--- src/rtl/div_shift_seq.sv ---
// Sequential restoring divider: one quotient bit per cycle, optional two's-complement
// operands with truncation toward zero and a dividend-signed remainder.
module div_shift_seq #(
    parameter int N = 8
) (
    input  logic         clk,
    input  logic         rst,
    input  logic         start,
    input  logic         sgn,
    input  logic [N-1:0] dividiendo,
    input  logic [N-1:0] divisor,
    output logic         busy,
    output logic         done,
    output logic [N-1:0] q,
    output logic [N-1:0] r,
    output logic         dz
);
    localparam int CW = $clog2(N + 1);

    typedef enum logic [1:0] {
        IDLE = 2'd0,
        CALC = 2'd1,
        FIX  = 2'd2,
        DONE = 2'd3
    } state_t;

    state_t         state_r;
    logic [CW-1:0]  cnt_r;
    logic [N-1:0]   rem_r;
    logic [N-1:0]   dvd_r;      // dividend bits shift out the top, quotient bits shift in below
    logic [N-1:0]   dvs_r;
    logic           neg_q_r;
    logic           neg_r_r;

    logic [N:0]     rem_sh_s;
    logic [N-1:0]   rem_sub_s;
    logic           fits_s;
    logic [N-1:0]   a_mag_s;
    logic [N-1:0]   b_mag_s;

    function automatic logic [N-1:0] mag(input logic [N-1:0] v, input logic s);
        if (s && v[N-1]) begin
            return -v;
        end else begin
            return v;
        end
    endfunction

    // Restoring step datapath and operand magnitudes.
    always_comb begin
        rem_sh_s  = {rem_r, dvd_r[N-1]};
        fits_s    = (rem_sh_s >= {1'b0, dvs_r});
        // A fitting difference is always below the divisor, so N bits hold it.
        rem_sub_s = rem_sh_s[N-1:0] - dvs_r;
        a_mag_s   = mag(dividiendo, sgn);
        b_mag_s   = mag(divisor, sgn);
    end

    // Control FSM, iteration datapath and registered outputs.
    always_ff @(posedge clk) begin
        if (rst) begin
            state_r <= IDLE;
            busy    <= 1'b0;
            done    <= 1'b0;
            q       <= {N{1'b0}};
            r       <= {N{1'b0}};
            dz      <= 1'b0;
            cnt_r   <= {CW{1'b0}};
            rem_r   <= {N{1'b0}};
            dvd_r   <= {N{1'b0}};
            dvs_r   <= {N{1'b0}};
            neg_q_r <= 1'b0;
            neg_r_r <= 1'b0;
        end else begin
            case (state_r)
                IDLE: begin
                    done <= 1'b0;
                    if (start) begin
                        busy <= 1'b1;
                        if (divisor == {N{1'b0}}) begin
                            state_r <= DONE;
                            done    <= 1'b1;
                            q       <= {N{1'b1}};
                            r       <= dividiendo;
                            dz      <= 1'b1;
                        end else begin
                            state_r <= CALC;
                            cnt_r   <= CW'(N);
                            rem_r   <= {N{1'b0}};
                            dvd_r   <= a_mag_s;
                            dvs_r   <= b_mag_s;
                            neg_q_r <= sgn & (dividiendo[N-1] ^ divisor[N-1]);
                            neg_r_r <= sgn & dividiendo[N-1];
                        end
                    end else begin
                        busy <= 1'b0;
                    end
                end
                CALC: begin
                    rem_r <= fits_s ? rem_sub_s : rem_sh_s[N-1:0];
                    dvd_r <= {dvd_r[N-2:0], fits_s};
                    cnt_r <= cnt_r - CW'(1);
                    if (cnt_r == CW'(1)) begin
                        state_r <= FIX;
                    end else begin
                        state_r <= CALC;
                    end
                end
                FIX: begin
                    // Most-negative / -1 lands here as magnitude 2^(N-1) with no negation: wraps.
                    q       <= neg_q_r ? -dvd_r : dvd_r;
                    r       <= neg_r_r ? -rem_r : rem_r;
                    dz      <= 1'b0;
                    done    <= 1'b1;
                    state_r <= DONE;
                end
                DONE: begin
                    busy    <= 1'b0;
                    done    <= 1'b0;
                    state_r <= IDLE;
                end
                default: begin
                    busy    <= 1'b0;
                    done    <= 1'b0;
                    state_r <= IDLE;
                end
            endcase
        end
    end
endmodule

--- config.mk ---
export PLATFORM = sky130hd
export DESIGN_NAME = div_shift_seq
export DESIGN_NICKNAME = d
export VERILOG_FILES = /design/src/rtl/div_shift_seq.sv
export SDC_FILE = /design/constraint.sdc
export NUM_CORES = 1
export LEC_CHECK = 0
export CAP_MARGIN = 20
export CORE_MARGIN = 1
export CORE_UTILIZATION = 60
export CTS_BUF_LIST = sky130_fd_sc_hd__clkbuf_8 sky130_fd_sc_hd__clkbuf_16
export DETAILED_ROUTE_END_ITERATION = 7
export GPL_ROUTABILITY_DRIVEN = 0
export PLACE_DENSITY = 0.85
export SYNTH_ARGS = -nofsm -noshare
export SYNTH_HDL_FRONTEND = slang
export SYNTH_SLANG_ARGS = --single-unit
--- constraint.sdc ---
create_clock -name clk -period 5.25 [get_ports clk]
set_clock_uncertainty 0.2 [all_clocks]
set_input_delay 0.7875 -clock clk [delete_from_list [all_inputs] [get_ports clk]]
set_output_delay 0.7875 -clock clk [all_outputs]
set_load 0.02 [all_outputs]
; ---- Word level (Yosys, flattened, before mapping)
; Index checks and enable logic that the tools add are counted.
[word_totals]
ff_bits = 51
in_bits = 20
output_inout_bits = 19
wordCells = 73
[classes]
addsub = 6
order_cmp = 1
eq_ne = 7
muxes = 32
n_bitwise = 4
n_reduce_logical = 11
[ops]
columns = operator, count
row1 = 8-bit two-way mux, 13
row2 = 8-bit one-hot mux with 2 select lines, 4
row3 = 8-bit negator, 4
row4 = 9-bit by 8-bit greater-or-equal comparator with 1-bit output, 1
row5 = 3-bit AND reduction, 3
row6 = 8-bit zero test, 1
row7 = 4-bit two-way mux, 2
row8 = 2-bit one-hot mux with 4 select lines, 1
row9 = 4-bit one-hot mux with 2 select lines, 1
row10 = 8-bit subtractor, 1
row11 = 2-bit two-way mux, 3
row12 = "2-bit != test, second input constant", 3
row13 = 2-bit nonzero test, 3
row14 = 1-bit two-way mux, 5
row15 = "2-bit equality test, second input constant", 2
row16 = "4-bit by 1-bit equality test with 1-bit output, second input constant", 1
row17 = 1-bit one-hot mux with 2 select lines, 2
row18 = "4-bit by 1-bit subtractor with 4-bit output, second input constant", 1
row19 = 1-bit one-hot mux with 3 select lines, 1
row20 = 3-bit nonzero test, 1
row21 = 1-bit AND, 2
row22 = "2-bit by 1-bit equality test with 1-bit output, second input constant", 1
row23 = 1-bit logical AND, 2
row24 = 2-bit zero test, 1
row25 = 2 further kinds, 2

; ---- Depth between registers and ports, before layout
[logic_depth]
word_depth = 5
ltp_mapped = 10

; ---- Worst setup path before layout
; OpenSTA, ideal clock, no wires.
[synth_timing]
path_type = input to register
startpoint = input port divisor[3]
endpoint = register r[6]
setup_time_ns = 0.070
arrival_time_ns = 2.421
t_required_ns = 4.980
setup_slack_ns = 2.559
cell_stages = 7
path_buffers = 2
cell_sequence = or4_1 buf_2 or4_4 buf_6 nor3b_2 a31oi_1 a21oi_1
[synth_via]
elab_chain_cells = 3
[synth_rtl]
columns = item, line
row1 = from (decl), 11  ; input logic [N-1:0] divisor,
row2 = 8-bit zero test, 80  ; if (divisor == {N{1'b0}}) begin
row3 = 2-bit != test (no line), n/a
row4 = 3-bit AND reduction (no line), n/a
row5 = to (signal assigned), 66  ; r <= {N{1'b0}};
row6 = to (signal assigned), 84  ; r <= dividiendo;
row7 = to (signal assigned), 112  ; r <= neg_r_r ? -rem_r : rem_r;
row8 = to (decl), 15  ; output logic [N-1:0] r,
; Every way passes these cells.
; A chain may end at the register's enable or synchronous reset.

; ---- Final worst setup path
[layout_timing]
startpoint = input port divisor[3]
endpoint = register r[3]
; The elaborated chain is that of the path after synthesis.

==> metrics.txt <==
# TYPE chip_impl_metric gauge
chip_impl_info{name="dominantRegCellSynth",value="sky130_fd_sc_hd__dfxtp_1"} 1
chip_impl_metric{name="ioPinCount",unit=""} 39
chip_impl_metric{name="post_synth_num_cell_types",unit=""} 49
chip_impl_metric{name="cts-hold-fix-buffers",unit=""} 0
chip_impl_metric{name="setup-tns-final",unit="ns"} 0
chip_impl_metric{name="drt_first_pass_iters",unit=""} 5
chip_impl_metric{name="port-buffer-count",unit=""} 38
chip_impl_info{name="cp-end-kind",value="register"} 1
chip_impl_metric{name="antenna_found_initial",unit=""} 0
chip_impl_metric{name="ctsLongestPathBuffers",unit=""} 2
chip_impl_info{name="synthTopCellsByArea",value="sky130_fd_sc_hd__dfxtp_1, sky130_fd_sc_hd__ha_1, sky130_fd_sc_hd__nor2_1"} 1
chip_impl_metric{name="grt_pass1_vias",unit=""} 2535
chip_impl_metric{name="hold_ws",unit="ns"} 0.255
chip_impl_metric{name="floorplan.initialDensity",unit="%"} 62.8
chip_impl_metric{name="report.final.setup_viol",unit=""} 0
chip_impl_metric{name="placed_cell_area",unit="sq mm"} 0.00364
chip_impl_metric{name="placed_cells_incl_taps",unit=""} 497
chip_impl_metric{name="worstSkewPairLatency",unit="ns"} 0.31
chip_impl_metric{name="fillerInstances",unit=""} 401
chip_impl_metric{name="worst_ep_required_time",unit="ns"} 5.28
chip_impl_metric{name="die_height",unit="um"} 75.6
chip_impl_metric{name="final_layout_size_suffix_gt1_share",unit="%"} 3.91
chip_impl_metric{name="max-slew-margin-rel",unit="%"} 37.9
chip_impl_metric{name="synth-async-reset-ratio",unit="%"} 0
chip_impl_metric{name="stdcell_area",unit="sq mm"} 0.00374
chip_impl_metric{name="design.final.nets",unit=""} 474
chip_impl_metric{name="synthCells",unit=""} 407
chip_impl_metric{name="antenna_cells",unit=""} 0
chip_impl_metric{name="cts.htree.levels",unit=""} 2
chip_impl_metric{name="max_cap_violations",unit=""} 0
chip_impl_info{name="tritoncts",value="yes"} 1
chip_impl_info{name="crit_path_start_kind",value="primary input"} 1
chip_impl_metric{name="placement_rows",unit=""} 26
chip_impl_metric{name="post_layout_nonfiller_instances",unit=""} 505
chip_impl_metric{name="report.final.hold_viol_count",unit=""} 0
chip_impl_metric{name="cts_resized",unit=""} 0
chip_impl_metric{name="cts_setup_buffers",unit=""} 0
chip_impl_metric{name="power.ir.vdd_worst",unit="V"} 0.000143
chip_impl_metric{name="p_r_area_growth_vs_syn",unit="%"} 15.1
chip_impl_metric{name="syn_area",unit="sq mm"} 0.00325
chip_impl_metric{name="ys.warnings.count",unit=""} 0
chip_impl_metric{name="core_area",unit="sq mm"} 0.00517
chip_impl_metric{name="timing_max_transition_violations_final",unit=""} 0
chip_impl_metric{name="synth-seq-cells",unit=""} 51
chip_impl_metric{name="wl_per_cell",unit="um"} 14.5
chip_impl_metric{name="maxClockFrequency",unit="MHz"} 298
chip_impl_metric{name="drt_iter0_drc",unit=""} 231
chip_impl_metric{name="cts-buffers-inserted",unit=""} 5
chip_impl_info{name="cts_root_buf",value="sky130_fd_sc_hd__clkbuf_8"} 1
chip_impl_metric{name="cp.arrival",unit="ns"} 3.38
chip_impl_metric{name="remaining_drc_errors",unit=""} 0
chip_impl_metric{name="grt_overflow_total",unit=""} 0
chip_impl_metric{name="die_area",unit="sq mm"} 0.00571
chip_impl_metric{name="critPathMaxFanout",unit=""} 12
chip_impl_metric{name="synth_area_per_cell",unit="sq um"} 7.98
chip_impl_metric{name="detail_route.vias_per_cell",unit=""} 5.99
chip_impl_metric{name="grt_start_max_net_pins",unit=""} 32
chip_impl_metric{name="postRouteAntennaNets",unit=""} 0
chip_impl_metric{name="routed_wirelength",unit="mm"} 7.35
chip_impl_metric{name="post-route-min-period",unit="ns"} 3.36
chip_impl_metric{name="dpl.hpwl",unit="mm"} 5.58
chip_impl_info{name="crit_path_class",value="in -> reg"} 1
chip_impl_metric{name="vias",unit=""} 3026
chip_impl_metric{name="worstMarginPinSlew",unit="ns"} 0.930
chip_impl_metric{name="power.leakage",unit="nW"} 1.40
chip_impl_metric{name="groute.usage.overall",unit="%"} 26.6
chip_impl_metric{name="floorplan.die.width",unit="um"} 75.6
chip_impl_metric{name="clkSinkCount",unit=""} 51
chip_impl_metric{name="global_route_wire_length_before_repair",unit="mm"} 11.5
chip_impl_metric{name="period_utilization_post_route",unit="%"} 63.9
chip_impl_info{name="rsz0062_at_grt",value="false"} 1
chip_impl_metric{name="report.power.total",unit="uW"} 888
chip_impl_info{name="run_status",value="complete, no violations"} 1
chip_impl_metric{name="power.density_cell_area",unit="mW/mm^2"} 238
chip_impl_info{name="synth.largest_area_cell",value="sky130_fd_sc_hd__dfxtp_1"} 1
chip_impl_metric{name="synth_fp_nets",unit=""} 447
chip_impl_metric{name="clk_pin_slew_worst_paths",unit="ns"} 0.09
chip_impl_metric{name="synth_sequential_area_ratio",unit="%"} 31.4
chip_impl_metric{name="synthDominantCellAreaShare",unit="%"} 31.4
chip_impl_metric{name="synth_enable_flop_cells",unit=""} 0
chip_impl_info{name="min-delay-path-class",value="reg -> reg"} 1
-- Yosys cell counts, types with 2 or more instances --
cell type,n
sky130_fd_sc_hd__o21ai_0,14
sky130_fd_sc_hd__nor3_1,7
sky130_fd_sc_hd__nand2b_1,5
sky130_fd_sc_hd__or4_1,2
sky130_fd_sc_hd__a221o_1,4
sky130_fd_sc_hd__a311oi_1,3
sky130_fd_sc_hd__dfxtp_1,51
sky130_fd_sc_hd__a31oi_1,8
sky130_fd_sc_hd__nand3_1,14
sky130_fd_sc_hd__nand3b_1,8
sky130_fd_sc_hd__clkbuf_1,15
sky130_fd_sc_hd__o21ba_2,2
sky130_fd_sc_hd__inv_1,28
sky130_fd_sc_hd__nor2_1,44
sky130_fd_sc_hd__a211oi_1,15
sky130_fd_sc_hd__nor3b_1,2
sky130_fd_sc_hd__nor2b_1,8
sky130_fd_sc_hd__and2_1,4
sky130_fd_sc_hd__a21o_1,2
sky130_fd_sc_hd__nor4_1,6
sky130_fd_sc_hd__o41ai_1,2
sky130_fd_sc_hd__mux2i_1,10
sky130_fd_sc_hd__a21oi_1,30
sky130_fd_sc_hd__ha_1,19
sky130_fd_sc_hd__o22ai_1,4
sky130_fd_sc_hd__xnor2_1,12
sky130_fd_sc_hd__xor2_1,16
sky130_fd_sc_hd__nand2_1,39
sky130_fd_sc_hd__buf_2,4
sky130_fd_sc_hd__o31ai_1,4
sky130_fd_sc_hd__a21boi_0,4
sky130_fd_sc_hd__o211ai_1,4
-- final cells by class --
class	count	area [sq um]	share of cell area, %
tap	70	87.6	2.34
clock inverter	2	12.5	0.335
clock buffer	6	82.6	2.21
multi-input combinational	307	2030	54.2
sequential	51	1020	27.3
inverter	28	105	2.81
timing repair buffer	41	403	10.8
-- per-stage QoR --
stage	utilization [%]	worst slack (ns)
floorplan	-	2.56
global placement	70.5	1.68
detailed placement	70.5	1.59
CTS	72.3	1.91
global route	72.3	1.77
finish	72.3	1.89
-- routing by layer --
| metal | routed length, um | up-vias | GRT usage, % |
|---|---|---|---|
| met5 | 0 | - | 0 |
| li1 | - | 1494 | - |
| met3 | 491 | 11 | 4.37 |
| met2 | 3440 | 120 | 44.6 |
| met4 | 99 | 0 | 7.61 |
| met1 | 3320 | 1401 | 35.3 |
-- critical path: stages --
cell	delay [ns]
sky130_fd_sc_hd__clkdlybuf4s50_1	0.49
sky130_fd_sc_hd__or4_1	0.72
sky130_fd_sc_hd__o41ai_4	0.52
sky130_fd_sc_hd__buf_4	0.26
sky130_fd_sc_hd__and2_1	0.34
sky130_fd_sc_hd__nand2_1	0.10
sky130_fd_sc_hd__a31oi_1	0.16
-- cells by family (layout without fill, tap and decap cells) --
group | after synthesis | after routing | share of synthesized area [%]
AOI/OAI and AO/OA | 104 | 104 | 22.0
xor gates and xnor gates | 28 | 28 | 7.55
and+or+nand+nor | 144 | 144 | 21.5
DFF | 51 | 51 | 31.4
adders and majority gates | 20 | 20 | 7.93
buffers and inverters | 49 | 77 | 6.16
muxes | 11 | 11 | 3.43
-- registers in the layout (all words and copies together), names as in the netlist --
name     count
dvd_r        8
dvs_r        8
q            8
r            8
rem_r        8
cnt_r        4
state_r      2
busy         1
done         1
dz           1
neg_q_r      1
neg_r_r      1
-- power breakdown --
part | internal, mW | switching, mW
registers | 0.406 | 0.0192
clock network | 0.106 | 0.130
logic | 0.0982 | 0.128
-- path summary, 6_finish.rpt --
kind                                               from               endpoint  slack, ns  depth (start not counted)
worst max register to register  state_r[1]$_SDFFE_PP0P_  rem_r[5]$_SDFFE_PP0P_       2.51                          8
worst min-delay path              dvs_r[7]$_SDFFE_PP0P_  dvs_r[7]$_SDFFE_PP0P_       0.25                          2
worst max-delay path                         divisor[3]      r[3]$_SDFFE_PP0P_       1.89                          7
worst min register to register    dvs_r[7]$_SDFFE_PP0P_  dvs_r[7]$_SDFFE_PP0P_       0.25                          2
-- cell usage in the layout, fill, tap and decap left out, types with 3 or more instances in the layout --
| cell | count |
|---|---|
| sky130_fd_sc_hd__mux2i_1 | 10 |
| sky130_fd_sc_hd__nor2b_1 | 8 |
| sky130_fd_sc_hd__nand2_1 | 39 |
| sky130_fd_sc_hd__clkbuf_8 | 6 |
| sky130_fd_sc_hd__a311oi_1 | 3 |
| sky130_fd_sc_hd__and2_1 | 4 |
| sky130_fd_sc_hd__nor3_1 | 7 |
| sky130_fd_sc_hd__nand2b_1 | 5 |
| sky130_fd_sc_hd__o21ai_0 | 14 |
| sky130_fd_sc_hd__inv_1 | 29 |
| sky130_fd_sc_hd__buf_4 | 3 |
| sky130_fd_sc_hd__nor4_1 | 6 |
| sky130_fd_sc_hd__a21boi_0 | 4 |
| sky130_fd_sc_hd__nor2_1 | 44 |
| sky130_fd_sc_hd__o211ai_1 | 4 |
| sky130_fd_sc_hd__ha_1 | 19 |
| sky130_fd_sc_hd__nand3_1 | 14 |
| sky130_fd_sc_hd__a221o_1 | 4 |
| sky130_fd_sc_hd__a211oi_1 | 15 |
| sky130_fd_sc_hd__xor2_1 | 16 |
| sky130_fd_sc_hd__a21oi_1 | 30 |
| sky130_fd_sc_hd__clkdlybuf4s50_1 | 38 |
| sky130_fd_sc_hd__o22ai_1 | 4 |
| sky130_fd_sc_hd__nand3b_1 | 8 |
| sky130_fd_sc_hd__a31oi_1 | 8 |
| sky130_fd_sc_hd__dfxtp_1 | 51 |
| sky130_fd_sc_hd__xnor2_1 | 12 |
| sky130_fd_sc_hd__o31ai_1 | 4 |
(Power assumes the default switching activity.)
